**src/rtl/inst_mem_loader_if.sv**
```systemverilog
`default_nettype none
// ============================================================================
//  Module   : inst_mem_loader_if
//  Purpose  : Byte-stream input handshake plus instruction-memory write port
//             used by the boot-time instruction memory loader.
//  Revision : 1.0  initial release
// ============================================================================
interface inst_mem_loader_if;
  logic        in_valid;
  logic [7:0]  in_data;
  logic        in_ready;
  logic        mem_we;
  logic [31:0] mem_addr;
  logic [31:0] mem_wdata;

  // Loader side: consumes the byte stream and drives the memory write port.
  modport slave (
    input  in_valid, in_data,
    output in_ready, mem_we, mem_addr, mem_wdata
  );

  // Environment side: produces bytes and observes the memory writes.
  modport master (
    output in_valid, in_data,
    input  in_ready, mem_we, mem_addr, mem_wdata
  );
endinterface
`default_nettype wire

```
**src/rtl/inst_mem_loader.sv**
```systemverilog
`default_nettype none
// ============================================================================
//  Module   : inst_mem_loader
//  Purpose  : Boot-time writer for instruction memory. Receives a 16-bit LE
//             word count followed by LE 32-bit words over valid/ready and
//             issues one memory write per word; holds the CPU until a
//             complete, legal program has been written.
//  Revision : 1.0  initial release
// ============================================================================
module inst_mem_loader #(
  parameter int DEPTH = 64,
  parameter int CNT_W = 7
) (
  input  wire logic             clk,
  input  wire logic             rst,      // asynchronous, active-low
  input  wire logic             start,
  inst_mem_loader_if.slave      bus,
  output logic                  cpu_hold,
  output logic                  busy,
  output logic                  done,
  output logic                  error,
  output logic [CNT_W-1:0]      words_loaded
);

  typedef enum logic [2:0] {
    S_IDLE  = 3'd0,
    S_LEN0  = 3'd1,
    S_LEN1  = 3'd2,
    S_DATA  = 3'd3,
    S_WRITE = 3'd4,
    S_DONE  = 3'd5,
    S_ERR   = 3'd6
  } state_t;

  localparam logic [15:0] DEPTH_W = 16'(DEPTH);

  state_t            state_q, state_d;
  logic [15:0]       len_q, len_d;
  logic [1:0]        byte_cnt_q, byte_cnt_d;
  logic [31:0]       wdata_q, wdata_d;
  logic [31:0]       addr_q, addr_d;
  logic [CNT_W-1:0]  words_q, words_d;

  logic              accept;
  logic [15:0]       len_full;

  assign accept   = bus.in_valid & bus.in_ready;
  // Full 16-bit count as it becomes known when the high byte arrives.
  assign len_full = {bus.in_data, len_q[7:0]};

  // Outputs are pure state decodes; address/data are registered and simply
  // hold between writes, qualified only by mem_we.
  assign bus.in_ready  = (state_q == S_LEN0) || (state_q == S_LEN1) || (state_q == S_DATA);
  assign bus.mem_we    = (state_q == S_WRITE);
  assign bus.mem_addr  = addr_q;
  assign bus.mem_wdata = wdata_q;
  assign cpu_hold      = (state_q != S_DONE);
  assign busy          = (state_q == S_LEN0) || (state_q == S_LEN1) ||
                         (state_q == S_DATA) || (state_q == S_WRITE);
  assign done          = (state_q == S_DONE);
  assign error         = (state_q == S_ERR);
  assign words_loaded  = words_q;

  // State register and datapath flops; reset leaves memory contents alone.
  always_ff @(posedge clk or negedge rst) begin
    if (!rst) begin
      state_q    <= S_IDLE;
      len_q      <= '0;
      byte_cnt_q <= '0;
      wdata_q    <= '0;
      addr_q     <= '0;
      words_q    <= '0;
    end else begin
      state_q    <= state_d;
      len_q      <= len_d;
      byte_cnt_q <= byte_cnt_d;
      wdata_q    <= wdata_d;
      addr_q     <= addr_d;
      words_q    <= words_d;
    end
  end

  // Next-state and datapath update; start is only honoured when not busy.
  always_comb begin
    state_d    = state_q;
    len_d      = len_q;
    byte_cnt_d = byte_cnt_q;
    wdata_d    = wdata_q;
    addr_d     = addr_q;
    words_d    = words_q;

    case (state_q)
      S_IDLE, S_DONE, S_ERR: begin
        if (start) begin
          state_d    = S_LEN0;
          words_d    = '0;
          byte_cnt_d = '0;
        end
      end
      S_LEN0: begin
        if (accept) begin
          len_d[7:0] = bus.in_data;
          state_d    = S_LEN1;
        end
      end
      S_LEN1: begin
        if (accept) begin
          len_d[15:8] = bus.in_data;
          if (len_full == 16'd0) begin
            state_d = S_DONE;
          end else if (len_full > DEPTH_W) begin
            state_d = S_ERR;
          end else begin
            state_d = S_DATA;
          end
        end
      end
      S_DATA: begin
        if (accept) begin
          wdata_d[{byte_cnt_q, 3'b000} +: 8] = bus.in_data;
          byte_cnt_d                         = byte_cnt_q + 2'd1;
          if (byte_cnt_q == 2'd3) begin
            // Address is latched here so it is stable for the whole WRITE cycle.
            addr_d  = {{(32-CNT_W-2){1'b0}}, words_q, 2'b00};
            state_d = S_WRITE;
          end
        end
      end
      S_WRITE: begin
        words_d = words_q + 1'b1;
        if ((16'(words_q) + 16'd1) == len_q) begin
          state_d = S_DONE;
        end else begin
          state_d = S_DATA;
        end
      end
      default: state_d = S_IDLE;
    endcase
  end

endmodule
`default_nettype wire

```
**src/flat_wrapper.sv**
```systemverilog
// flat-port wrapper written by rule: the top's interface ports become plain ports
module inst_mem_loader_flat 
#(
  parameter int DEPTH = 64,
  parameter int CNT_W = 7
)
  (clk, rst, start, cpu_hold, busy, done, error, words_loaded, bus_in_valid, bus_in_data, bus_in_ready, bus_mem_we, bus_mem_addr, bus_mem_wdata);
  inst_mem_loader_if bus_i ();
  input  wire logic clk;
  input  wire logic rst;
  input  wire logic start;
  output logic cpu_hold;
  output logic busy;
  output logic done;
  output logic error;
  output logic [CNT_W-1:0] words_loaded;
  input wire logic [$bits(bus_i.in_valid)-1:0] bus_in_valid;
  input wire logic [$bits(bus_i.in_data)-1:0] bus_in_data;
  output wire logic [$bits(bus_i.in_ready)-1:0] bus_in_ready;
  output wire logic [$bits(bus_i.mem_we)-1:0] bus_mem_we;
  output wire logic [$bits(bus_i.mem_addr)-1:0] bus_mem_addr;
  output wire logic [$bits(bus_i.mem_wdata)-1:0] bus_mem_wdata;
  assign bus_i.in_valid = bus_in_valid;
  assign bus_i.in_data = bus_in_data;
  assign bus_in_ready = bus_i.in_ready;
  assign bus_mem_we = bus_i.mem_we;
  assign bus_mem_addr = bus_i.mem_addr;
  assign bus_mem_wdata = bus_i.mem_wdata;
  inst_mem_loader #(.DEPTH(DEPTH), .CNT_W(CNT_W)) u_core (.clk(clk), .rst(rst), .start(start), .bus(bus_i), .cpu_hold(cpu_hold), .busy(busy), .done(done), .error(error), .words_loaded(words_loaded));
endmodule
```
**config.mk**
```make
export PLATFORM = sky130hd
export DESIGN_NAME = inst_mem_loader_flat
export DESIGN_NICKNAME = d
export VERILOG_FILES = /design/src/rtl/inst_mem_loader_if.sv /design/src/rtl/inst_mem_loader.sv /design/src/flat_wrapper.sv
export SDC_FILE = /design/constraint.sdc
export NUM_CORES = 1
export LEC_CHECK = 0
export ABC_CLOCK_PERIOD_IN_PS = 4660
export BUFFER_PORTS_ARGS = -buffer_cell sky130_fd_sc_hd__buf_2
export CORE_AREA = 3 3 86 88
export CTS_CLUSTER_SIZE = 40
export DETAILED_ROUTE_END_ITERATION = 12
export DIE_AREA = 0 0 89 91
export HOLD_SLACK_MARGIN = 0.08
export MAX_ROUTING_LAYER = met4
export PLACE_DENSITY = 0.81
export SKIP_LAST_GASP = 1
export SYNTH_ARGS = -nofsm -noshare
export SYNTH_HDL_FRONTEND = slang
export SYNTH_SLANG_ARGS = --single-unit
```
**constraint.sdc**
```tcl
create_clock -name clk -period 4.66 [get_ports clk]
set_clock_uncertainty 0.2 [all_clocks]
set_input_delay 0.932 -clock clk [delete_from_list [all_inputs] [get_ports clk]]
set_output_delay 0.932 -clock clk [all_outputs]
set_load 0.01 [all_outputs]
```
# Yosys cells after proc, flatten, opt, wreduce, memory -nomap -nowiden
# Cells that the tools add are included.
# word_totals
inputBits	12
output_inout_bits	77
reg_bits	67
word_cells	59
# op_classes
eq_ne	14
shifts	2
magnitude_cmp	1
bitwise_logic	1
add_sub_neg	4
reduce_logical	15
muxes	15
# op_table
cell	count
$bwmux W32	1
$shift A8 B7 Y32 const A	1
$shiftx A8 B7 Y32	1
$mux W3	8
$eq A16 B16 Y1	1
$gt A16 B7 Y1 const B	1
$logic_not A16 Y1	1
$pmux W3 S5	1
$pmux W7 S2	1
$eq A3 B3 Y1 const B	3
$add A7 B1 Y8 const B	1
$reduce_and A2 Y1	4
$add A7 B1 Y7 const B	1
$mux W7	1
$neg A5 Y7	1
$eq A3 B2 Y1 const B	2
$ne A2 B1 Y1 const B	3
$reduce_and A3 Y1	2
$reduce_and A5 Y1	1
$mux W2	2
$ne A2 B2 Y1 const B	2
$pmux W2 S2	1
$reduce_bool A2 Y1	2
$eq A3 B1 Y1 const B	1
other kinds (7)	9

# Longest topological paths before layout
# Gate-level depths: netlist (run 1).
# logic_depth
ltp_word	6
depth_mapped	7
ltp_nobuf	6

# Worst setup path before layout (run 1)
# No wires, ideal clock.
# synth_timing
path_type	input -> register
start	in bus_in_data[1]
end	reg u_core.state_q[1]
setup_time_ns	0.138
cell_stages	5
slack_ns	2.438
required_time_ns	4.322
path_buffers	0
arrival_time_ns	1.884
cell_sequence	nor4_1 > nand2_1 > o311a_1 > o221ai_1 > o211ai_1
# synth_between
elab_chain_len	4
# synth_rtl
item	line_no	source
from (decl)	flat_wrapper.sv:18	input wire logic [$bits(bus_i.in_data)-1:0] bus_in_data;
$logic_not A16 Y1	inst_mem_loader.sv:109	if (len_full == 16'd0) begin
$mux W3	inst_mem_loader.sv:109	
$mux W3	inst_mem_loader.sv:107	if (accept) begin
$pmux W3 S5	inst_mem_loader.sv:92	case (state_q)
to (signal assigned)	inst_mem_loader.sv:74	state_q <= state_d;
to (decl)	inst_mem_loader.sv:37	state_t state_q, state_d;
# Every way passes these cells. The select of a mux whose other input is x is not followed.
# A chain may end at the register's enable or synchronous reset.

# Final worst setup path (run 1)
# layout_timing
start	reg u_core.state_q[1]
end	out bus_mem_we
# layout_between
elab_chain_len	1
# layout_rtl
item	line_no	source
$eq A3 B3 Y1	inst_mem_loader.sv:54	assign bus.mem_we = (state_q == S_WRITE);
to (decl)	flat_wrapper.sv:20	output wire logic [$bits(bus_i.mem_we)-1:0] bus_mem_we;
# Every way passes these cells.

==> results, run 1 <==
- The total of hold buffers inserted after clock tree synthesis is 0.
- The number of buffers added by the clock tree synthesis step is 9.
- For this run, the share of the core covered by cells in the final layout is a little under three fifths.
- The I/O pin count is around 90.
- The average cell area after synthesis is approximately 9.6 sq um.
- For the worst flop-to-flop path, the logic depth is 5.
- The worst-case vdd ir drop is roughly 290 uV.
- The initial standard-cell utilization of the core is between 50% and 60%.
- CTS saw between 60 and 70 sinks.
- Walking the worst path, the cells encountered are nor2_1, nand2_1, inv_1, buf_2.
- The die width is 89 microns.
- The sequential fraction of design power is approximately 44%.
- The type of the most critical hold path is register to register.
- The maximum clock frequency is between 0.3 and 0.4 GHz.
- The area of the die is roughly 8000 sq um.
- The floorplan has 30 rows.
- For this design the ratio of total power to cell area is 498 nW/um^2.
- In the finished design, the share of the clock period the worst path needs comes to a little under two thirds.
- The kind of start point of the critical path is a register.
- The first global-routing pass estimated between 10000 and 15000 microns of wire.
- The via count of the first global-routing pass is 2502.
- In this run switching power makes up between 30 and 40% of total power.
- The H-tree was split into 3 levels.
- The hold slack is between 0.2 and 0.3 ns.
- The placeable core region is between 6000 and 7000 sq um.
- In this run the most critical hold path is launched from u_core.bus.mem_wdata[29]$_DFFE_PN0P_.
- For the finished layout, the period the worst path requires is 2.98 ns.
- The number of stages on the worst hold path is 2.
- The routing usage on met3 is under 10%.
- The worst-path cell with the longest stage delay is sky130_fd_sc_hd__dfrtp_1.
- The tree is rooted in a sky130_fd_sc_hd__clkbuf_8.
- By startpoint and endpoint, the worst setup path is classified as register to output pin.
- The worst endpoint required time is about 3.5 ns.
- Using the TritonRoute via totals, the vias-per-cell ratio works out to between 5 and 6.
- The share of synthesized area occupied by flip-flops and latches is between 40% and 50%.
- The clock slew at the register clock pins of the worst setup and hold paths is ~0.07 ns.
- The final routed wirelength across all metal layers is between 7000 and 8000 microns.
- The routed layout has approximately 2700 vias.
- The endpoint class of the critical path is an output pin.
- The setup violation total in the final timing report is 0.
- The clock share of power is around 24%.
- For this run, asynchronously set or reset flops after synthesis account for 100%.
- The endpoint identified for the worst register-to-register timing path is u_core.bus.mem_wdata[31]$_DFFE_PN0P_.
- In this run the most used layer during global routing was met2.
- In the final layout, the share of cells above drive strength 1 is 25.8%.
- The final-report hold violation count is 0.
- For this run, the number of Yosys warnings is 0.
- The startpoint identified for the worst register-to-register timing path is u_core.byte_cnt_q[0]$_DFFE_PN0P_.
- The flip-flop cell with the highest count after synthesis is sky130_fd_sc_hd__dfrtp_1.
- The mapped netlist covers between 3000 and 4000 sq um.
- Synthesis inferred between 60 and 70 register bits.
- Buffers placed on the I/O ports in this run total 63.
- The largest single stage delay on the critical path is 0.50 ns.
- The buffer count from post-CTS setup fixing is 0.
- The number of DRC markers in iteration 0 is between 100 and 150.
- The critical path data arrival time is around 1.9 ns.
- The max-slew headroom at the worst pin is between 30% and 40%.
- Routability-driven placement finished with a final weighted congestion of slightly above 0.9.
- The transition at the pin with the smallest max-transition slack is ~1 ns.
- The number of antenna diodes in the final layout is 0.
- In this run, distinct cell masters in the synthesized netlist total 45.
- The number of max-capacitance violations reported is 0.
- In the final routed layout, each cell accounts on average for 14.9 microns.
- The height of the die is about 91 microns.
- The switching power summed over all nets is 689 uW.
- Gates resized during post-CTS repair numbered 0.
- Entering global routing, the biggest net connects 47 pins.
- The leftover overflow at the end of global routing is 0.
- In the synthesized netlist, the number of instances is ~360.
- The terminating pin of the worst hold path is u_core.bus.mem_wdata[29]$_DFFE_PN0P_.
- The total negative slack is 0 ns.
- The most critical setup path has its startpoint at u_core.state_q[1]$_DFFE_PN0P_.
- The clock tree from TritonCTS is built.
- The buffer levels on the longest clock path is 2.
- Internal power comes to approximately 1200 uW.
- In this run, synthesis inferred 0 flip-flops with an integrated enable.
- The signed area change from the synthesized netlist to the final layout is 13.4%.
- The setup check on the worst reg-to-reg path leaves a slack of 2.21 ns.
- The initial antenna violation count was 0.
- At the end of the flow, the number of nets in the layout was 437.
- Setup repair after global routing left no endpoint under its margin.
- The met2 track utilization from global routing is about 30%.
- The total routing usage reported by global routing is between 15 and 20%.
- The number of pins exceeding their max-slew limit in the final report was 0.
- Detailed placement finished with a half-perimeter wire length of 5370 microns.
- The biggest fanout along the worst timing path is 12.
- For the worst-skew pair, the clock arrives at the later sink with an insertion delay of 0.34 ns.
- The run finished with clean final reports.
- The standby leakage power is between 0.0015 and 0.002 uW.
- The DRC violation count after routing is 0.
- The detail route stage leaves a number of antenna-violating nets equal to 0.
- The combinational share of power is between 30% and 40%.
- The first detailed-routing pass ran for 4 iterations.
- The fraction of met1 tracks used by global routing is between 20% and 30%.
## worst max-delay path, delay by kind of cell, from the launching register on
family	cells	cell delay, ns
buf+inv	2	0.38
simple gates	2	0.62
flops	1	0.50
## cell usage in the layout (no fill, tap or decap), types with 2 or more instances in the layout
cell type                   n
sky130_fd_sc_hd__ha_1       7
sky130_fd_sc_hd__nor2_1     7
sky130_fd_sc_hd__clkbuf_8  10
sky130_fd_sc_hd__xor2_1     5
sky130_fd_sc_hd__o31ai_1    2
sky130_fd_sc_hd__conb_1    25
sky130_fd_sc_hd__nand2_1   89
sky130_fd_sc_hd__o22ai_1    2
sky130_fd_sc_hd__a31oi_1    2
sky130_fd_sc_hd__nand4_1    3
sky130_fd_sc_hd__o21ai_0   43
sky130_fd_sc_hd__nor4_1     5
sky130_fd_sc_hd__o211ai_1   2
sky130_fd_sc_hd__a21o_1     3
sky130_fd_sc_hd__inv_1      8
sky130_fd_sc_hd__nor3b_1    3
sky130_fd_sc_hd__nor2_2     3
sky130_fd_sc_hd__a211oi_1   2
sky130_fd_sc_hd__xnor2_1    6
sky130_fd_sc_hd__nand3_1    5
sky130_fd_sc_hd__a21oi_1    7
sky130_fd_sc_hd__nand2b_1   3
sky130_fd_sc_hd__nor3_1     4
sky130_fd_sc_hd__mux2_2    22
sky130_fd_sc_hd__buf_2     63
sky130_fd_sc_hd__dfrtp_1   67
## state kept, by name, indices dropped and copies added (netlist names)
register and flops:
u_core.bus.mem_addr 7, u_core.bus.mem_wdata 32, u_core.words_loaded 7, u_core.byte_cnt_q 2
u_core.state_q 3, u_core.len_q 16
## metal layers
metal	up-vias	wire length, microns
met5	-	0
met2	108	3540
li1	1294	-
met4	0	36
met3	5	537
met1	1278	3350
## synth_stat cells (2+ instances only)
cell / number / area [sq um]
sky130_fd_sc_hd__a211oi_1: 2 / 15.0
sky130_fd_sc_hd__a21o_1: 3 / 22.5
sky130_fd_sc_hd__a21oi_1: 7 / 35.0
sky130_fd_sc_hd__a31oi_1: 2 / 12.5
sky130_fd_sc_hd__buf_2: 9 / 45.0
sky130_fd_sc_hd__buf_4: 26 / 195
sky130_fd_sc_hd__clkbuf_1: 2 / 7.51
sky130_fd_sc_hd__dfrtp_1: 67 / 1680
sky130_fd_sc_hd__ha_1: 7 / 87.6
sky130_fd_sc_hd__inv_1: 8 / 30.0
sky130_fd_sc_hd__mux2_2: 22 / 248
sky130_fd_sc_hd__nand2_1: 89 / 334
sky130_fd_sc_hd__nand2b_1: 3 / 18.8
sky130_fd_sc_hd__nand3_1: 5 / 25.0
sky130_fd_sc_hd__nand4_1: 3 / 18.8
sky130_fd_sc_hd__nor2_1: 7 / 26.3
sky130_fd_sc_hd__nor2_2: 3 / 18.8
sky130_fd_sc_hd__nor3_1: 4 / 20.0
sky130_fd_sc_hd__nor3b_1: 3 / 22.5
sky130_fd_sc_hd__nor4_1: 5 / 31.3
sky130_fd_sc_hd__o211ai_1: 2 / 15.0
sky130_fd_sc_hd__o21ai_0: 43 / 215
sky130_fd_sc_hd__o22ai_1: 2 / 12.5
sky130_fd_sc_hd__o31ai_1: 2 / 15.0
sky130_fd_sc_hd__xnor2_1: 6 / 52.6
sky130_fd_sc_hd__xor2_1: 5 / 43.8
## metrics by stage
step / total power, uW / worst slack, ns / area, sq um / instances
6_report: 1930 / 1.68 / 3870 / 502
5_1_grt: 2070 / 1.54 / 3870 / 502
4_1_cts: 1940 / 1.70 / 3870 / 502
3_5_place_dp: 1460 / 2.07 / 3680 / 487
3_3_place_gp: 1440 / 2.13 / 3680 / 487
2_1_floorplan: 1290 / 2.44 / 3500 / 380
## area by class of cell
class	instances	area, sq um
Fill cell	604	2850
Tap cell	80	100
Clock inverter	4	51.3
Clock buffer	11	141
Inverter	8	30.0
Sequential cell	67	1680
Timing Repair Buffer	64	323
Multi-Input combinational cell	268	1550
## power groups by stage
stage	Clock [uW]	Sequential [uW]	Combinational [uW]
2_1_floorplan	0	813	479
3_3_place_gp	0	842	597
3_5_place_dp	0	850	612
4_1_cts	483	840	617
5_1_grt	510	865	691
6_report	471	843	615
## cells by family (layout without fill, tap and decap cells)
kind of cell / Yosys count / in the layout / synth area share [%]
multiplexers: 22 / 22 / 7.26
buffers and inverters: 45 / 87 / 8.14
flip-flops: 67 / 67 / 49.1
other: 1 / 25 / 0.110
adder cells (fa/ha/maj): 7 / 7 / 2.57
XOR/XNOR: 11 / 11 / 2.82
AND/OR/NAND/NOR: 130 / 130 / 17.1
AO/OA/AOI/OAI: 73 / 73 / 12.8
## worst max path at each step
stage | cells after the start | slack [ns] | to
after floorplan | 5 | 2.44 | u_core.state_q[1]$_DFFE_PN0P_
after global placement | 4 | 2.13 | bus_mem_we
after detailed placement | 4 | 2.07 | bus_mem_we
after CTS | 4 | 1.70 | bus_mem_we
after global routing | 4 | 1.54 | bus_mem_we
final | 4 | 1.68 | bus_mem_we
(Power assumes the default switching activity.)
==> run 2, diff against run 1 <==
--- a/config.mk
+++ b/config.mk
@@ -5,7 +5,7 @@
 export SDC_FILE = /design/constraint.sdc
 export NUM_CORES = 1
 export LEC_CHECK = 0
-export ABC_CLOCK_PERIOD_IN_PS = 4660
+export ABC_CLOCK_PERIOD_IN_PS = 2800
 export BUFFER_PORTS_ARGS = -buffer_cell sky130_fd_sc_hd__buf_2
 export CORE_AREA = 3 3 86 88
 export CTS_CLUSTER_SIZE = 40
==> constraint.sdc (replaced) <==
create_clock -name clk -period 2.8 [get_ports clk]
set_clock_uncertainty 0.2 [all_clocks]
set_input_delay 0.56 -clock clk [delete_from_list [all_inputs] [get_ports clk]]
set_output_delay 0.56 -clock clk [all_outputs]
set_load 0.01 [all_outputs]
==> run 2 against run 1 <==
Net effect: clock-buffer cell count shrank 2; design area grew 2.5%; first-iteration DRC count grew 51%; via count grew 1.6%; worst hold slack gained 0.0050 ns; sequential power grew 66%; total power grew 78%; register-to-register slack lost 1.6 ns; global-route usage grew 0.54 points; clock power grew 110%; cell count grew 1.2%; highest routed layer unchanged.
==> results, run 2 (synthesized netlist as in run 1, its figures left out) <==
- The floorplan step defined a die boundary enclosing approximately 8000 sq um.
- TritonCTS built the clock tree.
- Across the VDD grid, the largest voltage drop is slightly below 600 uV.
- STA classifies the critical path startpoint as a register.
- The maximum single-stage delay on the critical path is 0.51 ns.
- The sum of internal, switching and leakage power is 3430 uW.
- The tightest min-delay check is of the register to register type.
- The library cells used most frequently in the layout, excluding fill and tap cells, are sky130_fd_sc_hd__nand2_1 (89), sky130_fd_sc_hd__dfrtp_1 (67), sky130_fd_sc_hd__buf_2 (63).
- The buffer levels on the longest clock path is 2.
- The number of DRC markers in iteration 0 is about 180.
- For flop-to-flop paths, the worst setup slack is approximately 0.58 ns.
- The final-report hold violation count is 0.
- The first detailed-routing pass ran for 5 iterations.
- The cell area after placement is roughly 3700 sq um.
- After legalization and detailed placement, the total HPWL measured 5540 microns.
- Derived from the worst setup path, the maximum achievable clock frequency is between 0.3 and 0.4 GHz.
- After detailed routing, the number of remaining DRC violations is 0.
- During placement, the flow inserted port buffers numbering 63.
- After detailed routing, the average wire length per cell comes to 15.3 microns.
- Measured in cells, the most critical reg-to-reg path has a length of 6.
- Traced cell by cell, the critical path runs through nor2_2, nand2_1, inv_1, buf_2.
- For this configuration, the core starts out at a cell density of between 50% and 60%.
- The height of the die is approximately 91 microns.
- The area of all placed cells without fillers is ~4000 sq um.
- The worst-skew pair later-pin latency is between 0.3 and 0.4 ns.
- The number of diodes is 0.
- The biggest fanout along the worst timing path is 12.
- For this design, the sink count on the clock tree is 67.
- The number of pins exceeding their max-slew limit in the final report was 0.
- The family with the most delay on the worst path is simple AND/OR/NAND/NOR gates.
- The number of buffers and inverters on the critical path is 2.
- The signed area change from the synthesized netlist to the final layout is 16.2%.
- The library cell used most frequently in the layout, excluding fill and tap cells, is sky130_fd_sc_hd__nand2_1.
- In this run the clock root is driven by a sky130_fd_sc_hd__clkbuf_8.
- After clock tree synthesis, the clock-pin slew on the worst setup and hold paths is around 0.07 ns.
- Dividing the final minimum period by the clock period gives roughly 93%.
- The worst-path cell with the longest stage delay is sky130_fd_sc_hd__dfrtp_1.
- The number of fill cells is between 500 and 600.
- Dividing the detail-routed via count by the number of cells gives between 5 and 6.
- The H-tree was split into 3 levels.
- In this run the most critical hold path is launched from u_core.bus.mem_wdata[6]$_DFFE_PN0P_.
- For this run, the total global-route usage over all layers was measured as 20.5%.
- Data on the critical path is required at its endpoint by slightly above 2 ns.
- The hold slack is roughly 0.28 ns.
- The startpoint of the worst register-to-register path is u_core.words_loaded[0]$_DFFE_PN0P_.
- Max-cap violations in this run came to 0.
- Setup repair after global routing left no endpoint under its margin.
- The die width is ~89 microns.
- Summing all multi-input logic gate instances after layout gives 1550 sq um.
- The minimum period implied by the final worst setup slack is 2.61 ns.
- The number of nets at the end of the flow is 443.
- The initial antenna violation count is 0.
- The flow ran to the end, and the final reports show no timing, DRC or antenna violations.
- For the final routed database, the setup TNS stands at 0 ns.
- The register with the most flip-flops in the layout has 32 of them.
- Pin placement for this block handled a little under 90 I/O pins.
- STA classifies the critical path endpoint as an output pin.
- The initialized floorplan defines 30 standard-cell rows.
- The number of stages on the worst hold path is 2.
- The buffer count from post-CTS setup fixing is 0.
- Of the cells placed in the final design, the portion with a size suffix greater than 1 is 27.1%.
- The via count of the first global-routing pass is about 2500.
- The power per standard cell area is ~860 nW/um^2.
- The leftover overflow at the end of global routing is 0.
- The pin count of the biggest net entering global routing is 35.
- The first global-routing pass estimated ~12000 microns of wire.
- The detail route stage leaves a number of antenna-violating nets equal to 0.
- The number of vias in the routed layout is 2729.
- The final routed wirelength across all metal layers is 7760 microns.
- The number of buffers added by the clock tree synthesis step is 9.
- The core region is 6720 sq um.
- The standby leakage power is about 0.0019 uW.
- The worst setup path is of the register to output pin kind.
- Summing all flip-flop and latch instances after layout gives about 1700 sq um.
- The global placement routability congestion is about 0.89.
- The setup violation total in the final timing report is 0.
- For hold timing, the worst endpoint is u_core.bus.mem_wdata[6]$_DFFE_PN0P_.
- At the worst endpoint, the arrival time is roughly 1.9 ns.
- In this run the number of cells on the critical path is 4.
- The end of the worst register-to-register path is u_core.state_q[1]$_DFFE_PN0P_.
run 2: cell count changes in the layout (fill, tap and decap cells not counted):
cell                            previous run  this run
sky130_fd_sc_hd__nor2_2                    3         4
sky130_fd_sc_hd__clkbuf_1                  1         0
sky130_fd_sc_hd__dlygate4sd3_1             0         1
sky130_fd_sc_hd__buf_4                     1         6
sky130_fd_sc_hd__clkinv_4                  1         2
sky130_fd_sc_hd__clkinv_2                  1         0
sky130_fd_sc_hd__clkbuf_8                 10         9
sky130_fd_sc_hd__nor2_1                    7         6
sky130_fd_sc_hd__bufinv_16                 1         3
run 2: per-layer routing:
layer | vias up | part of all wire, % | global-route usage, % | wire length (microns)
met4 | 0 | 0.85 | 5.83 | 66
met1 | 1281 | 44 | 27.2 | 3410
met5 | - | 0 | - | 0
met2 | 129 | 47 | 30.2 | 3660
met3 | 8 | 8.0 | 6.44 | 622
li1 | 1311 | - | - | -
run 2: how the worst max path moves through the flow:
stage                                               end  slack [ns]                                from
after floorplan           u_core.state_q[1]$_DFFE_PN0P_        0.74  u_core.words_loaded[0]$_DFFE_PN0P_
after global placement                       bus_mem_we        0.62       u_core.state_q[1]$_DFFE_PN0P_
after detailed placement                     bus_mem_we        0.49       u_core.state_q[1]$_DFFE_PN0P_
after CTS                                    bus_mem_we        0.12       u_core.state_q[1]$_DFFE_PN0P_
after global routing                         bus_mem_we        0.10       u_core.state_q[1]$_DFFE_PN0P_
final                                        bus_mem_we        0.19       u_core.state_q[1]$_DFFE_PN0P_
run 2: area by class of cell:
| class | instances | area share [%] |
|---|---|---|
| flip-flops and latches | 67 | 42.3 |
| multi-input cells | 268 | 39.1 |
| repair buffers | 70 | 9.34 |
| clock buffers | 9 | 3.12 |
| clock inverters | 6 | 2.90 |
| well taps | 80 | 2.52 |
| inverters | 8 | 0.757 |
run 2: power by group:
group	internal, uW	total (uW)	switching [uW]
logic	483	1060	574
clock network	589	970	381
registers	1180	1400	228
total	2250	3430	1180
run 2: timing repair:
item | 4_1_cts | 5_1_grt
hold buffers | 1 | 0
hold endpoints to repair | 67 | 0
endpoints found under the setup margin | 0 | 1
resized for setup | 0 | 1
run 2: through the flow:
step	utilization (%)	instances	setup slack, ns
final	59.0	508	0.194
after floorplan	-	380	0.744
after global placement	55.3	492	0.622
after global routing	59.0	508	0.100
after detailed placement	55.3	492	0.494
after CTS	59.0	508	0.119
run 2: worst min-delay path, delay by kind of cell (launching register included):
kind | cells | cell delay [ns]
AO/OA/AOI/OAI | 1 | 0.06
flip-flops | 1 | 0.34
AND/OR/NAND/NOR | 1 | 0.05
==> run 3, diff against run 2 <==
--- a/config.mk
+++ b/config.mk
@@ -18,3 +18,4 @@
 export SYNTH_ARGS = -nofsm -noshare
 export SYNTH_HDL_FRONTEND = slang
 export SYNTH_SLANG_ARGS = --single-unit
+export TNS_END_PERCENT = 50
==> constraint.sdc (replaced) <==
create_clock -name clk -period 2.8 [get_ports clk]
set_clock_uncertainty 0.2 [all_clocks]
set_input_delay 0.28 -clock clk [delete_from_list [all_inputs] [get_ports clk]]
set_output_delay 0.28 -clock clk [all_outputs]
set_load 0.01 [all_outputs]
==> run 3 against run 2 <==
Net effect: via count fell by 0.88%; clock power fell by 16%; core utilization up 0.56 points; critical path type unchanged.
==> results, run 3 (synthesized netlist as in run 1, its figures left out) <==
- The share of final-layout standard cells stronger than drive strength 1 is a little over a quarter.
- At the end of the flow, the number of nets in the layout was 451.
- In the layout the commonest cells are sky130_fd_sc_hd__nand2_1 (89), sky130_fd_sc_hd__dfrtp_1 (67), sky130_fd_sc_hd__buf_2 (63).
- The endpoint identified for the worst register-to-register timing path is u_core.state_q[1]$_DFFE_PN0P_.
- The run finished with clean final reports.
- The number of flip-flops under the largest register name is 32.
- The per-cell via count in the routed design is ~5.2.
- On the critical path, the stage with the largest delay is an instance of sky130_fd_sc_hd__dfrtp_1.
- The max-slew headroom at the worst pin is about 53%.
- STA classifies the critical path startpoint as a register.
- The standby leakage power is roughly 0.0019 uW.
- Clock latency on the worst-skew pair, taken at its later pin, is approximately 0.33 ns.
- The number of max-capacitance violations reported is 0.
- Setup violations remaining at the end of the flow were counted as 0.
- After detailed routing, the average wire length per cell comes to 15.0 microns.
- At the worst endpoint, the arrival time is ~1.8 ns.
- Registers take ~1700 sq um.
- In this run the power density over the cells is approximately 800 nW/um^2.
- The number of fill cells is roughly 570.
- Once detail routing completed, the nets flagged for antenna violations numbered 0.
- Wires add up to around 7700 microns.
- The leftover overflow at the end of global routing is 0.
- The sum of internal, switching and leakage power is around 3300 uW.
- Entering global routing, the biggest net connects 34 pins.
- The first-pass iteration count of the detailed router is 4.
- The type of the most critical hold path is input port to register.
- Setup repair after global routing left no endpoint under its margin.
- The final-report hold violation count is 0.
- The worst endpoint required time is around 2.3 ns.
- The total negative slack is 0 ns.
- The worst setup slack after layout is about 0.57 ns.
- The via count of the first global-routing pass is 2624.
- The placement-stage worst setup slack is around 0.61 ns.
- The most critical setup path has its endpoint at bus_mem_we.
- The smallest clock period supported by the final layout is computed as around 2.2 ns.
- The library cell used most frequently in the layout, excluding fill and tap cells, is sky130_fd_sc_hd__nand2_1.
- Counting along the longest clock path gives a buffer depth of 2.
- The register-to-register path setup slack is ~0.59 ns.
- The initial antenna violation count is 0.
- After clock tree synthesis, the clock-pin slew on the worst setup and hold paths is ~0.07 ns.
- The count of cells along the worst register-to-register path is 6.
- CTS saw 67 sinks.
- The worst setup path is captured at an output pin.
- Once the floorplan was initialized, standard cells occupied about half of the core.
- The area of the die is 8100 sq um.
- The cell at the root of the clock tree is sky130_fd_sc_hd__clkbuf_8.
- The number of DRC markers in iteration 0 is around 120.
- The number of pins exceeding their max-slew limit in the final report is 0.
- The final standard cell count with taps included and fillers excluded is slightly above 500.
- The first global-routing pass estimated between 10000 and 15000 microns of wire.
- The global placement routability congestion is ~0.84.
- The biggest fanout along the worst timing path is 12.
- Buffers inserted during clock tree synthesis total 9.
- After detailed routing, the number of remaining DRC violations is 0.
- Post-CTS repair changed the size of 0 cells.
- From bottom edge to top edge, the die measures slightly above 90 microns.
- Based on the critical path, the design can be clocked at up to 0.448 GHz.
- The startpoint of the worst register-to-register path is u_core.words_loaded[0]$_DFFE_PN0P_.
- The H-tree depth is 3.
- The number of placed cells counting well taps is 493.
- The maximum single-stage delay on the critical path is a little over 0.5 ns.
- The transition at the pin with the smallest max-transition slack is between 0.7 and 0.8 ns.
- The clock tree from TritonCTS is built.
- Across all layers, the routed design uses between 2000 and 3000 vias.
- The number of diodes is 0.
- The startpoint of the most critical setup path is u_core.state_q[1]$_DFFE_PN0P_.
- From synthesis to final layout, the design area changed by 17.3%.
- In this run the core area contains 30 standard-cell rows.
- Measured along the x axis, the die boundary spans ~90 microns.
- By startpoint and endpoint, the worst setup path is classified as register to output pin.
- The total routing usage reported by global routing is 20.1%.
- The buffer count from post-CTS setup fixing is 0.
- The worst-case vdd ir drop is between 400 and 500 uV.
- The core region is 6720 sq um.
- For this design, the CTS-stage hold fixing added 8 buffers.
- The area used by multi-input combinational logic is 1550 sq um.
- The count of input and output buffers is 63.
- The I/O pin count is between 80 and 90.
- The final clock period utilization by the worst path is 79.8%.
- Traced cell by cell, the critical path runs through nor2_1, nand2_1, buf_4, inv_1, buf_2.
- The half-perimeter wire length of the detailed placement result is 5460 microns.
[run 3: cell count changes in the layout (fill, tap and decap cells not counted)]
cell,previous run,this run
sky130_fd_sc_hd__bufinv_16,3,1
sky130_fd_sc_hd__inv_6,0,1
sky130_fd_sc_hd__clkinvlp_4,1,2
sky130_fd_sc_hd__clkinv_4,2,0
sky130_fd_sc_hd__clkbuf_8,9,10
sky130_fd_sc_hd__nor2_2,4,3
sky130_fd_sc_hd__clkinv_2,0,2
sky130_fd_sc_hd__nor2_1,6,7
sky130_fd_sc_hd__buf_4,6,7
sky130_fd_sc_hd__dlygate4sd3_1,1,8
[run 3: cell type report]
| type | count | share of cell area (%) |
|---|---|---|
| tap | 80 | 2.50 |
| timing repair buffer | 78 | 11.2 |
| clock inverter | 6 | 1.59 |
| multi-input combinational | 268 | 38.7 |
| inverter | 8 | 0.750 |
| sequential | 67 | 41.9 |
| clock buffer | 10 | 3.44 |
[run 3: worst max-delay path: cells and delay by family (launching register included)]
kind / cells / cell delay [ns]
flops: 1 / 0.51
buf+inv: 3 / 0.50
simple gates: 2 / 0.40
[run 3: report_power, final]
group          switching [uW]  internal [uW]  leakage, uW
logic                     577            491     0.000957
registers                 228           1180     0.000891
clock network             375            435    0.0000987
[run 3: worst min path at each step]
stage	from	endpoint	slack, ns	cells after the start
after global routing	bus_in_data[7]	u_core.bus.mem_wdata[23]$_DFFE_PN0P_	0.11	3
after detailed placement	rst	u_core.bus.mem_wdata[14]$_DFFE_PN0P_	0.17	1
after global placement	rst	u_core.bus.mem_wdata[14]$_DFFE_PN0P_	0.15	1
after CTS	bus_in_data[7]	u_core.bus.mem_wdata[23]$_DFFE_PN0P_	0.08	3
final	bus_in_data[7]	u_core.bus.mem_wdata[23]$_DFFE_PN0P_	0.09	3
after floorplan	rst	u_core.bus.mem_addr[2]$_DFFE_PN0P_	-0.22	0
[run 3: through the flow]
stage          area, sq um  hold slack [ns]  utilization (%)
6_report              4000           0.0946             59.6
3_5_place_dp          3720            0.170             55.4
2_1_floorplan         3500           -0.216                -
4_1_cts               4000           0.0833             59.6
5_1_grt               4000            0.105             59.6
3_3_place_gp          3720            0.155             55.4
[run 3: routing by layer]
metal / global-route usage [%] / share of wire, % / vias to the layer above
met2: 31.7 / 48 / 112
met4: 4.09 / 0.54 / 0
met1: 26.6 / 45 / 1259
li1: - / - / 1328
met5: - / 0 / -
met3: 4.72 / 6.6 / 6
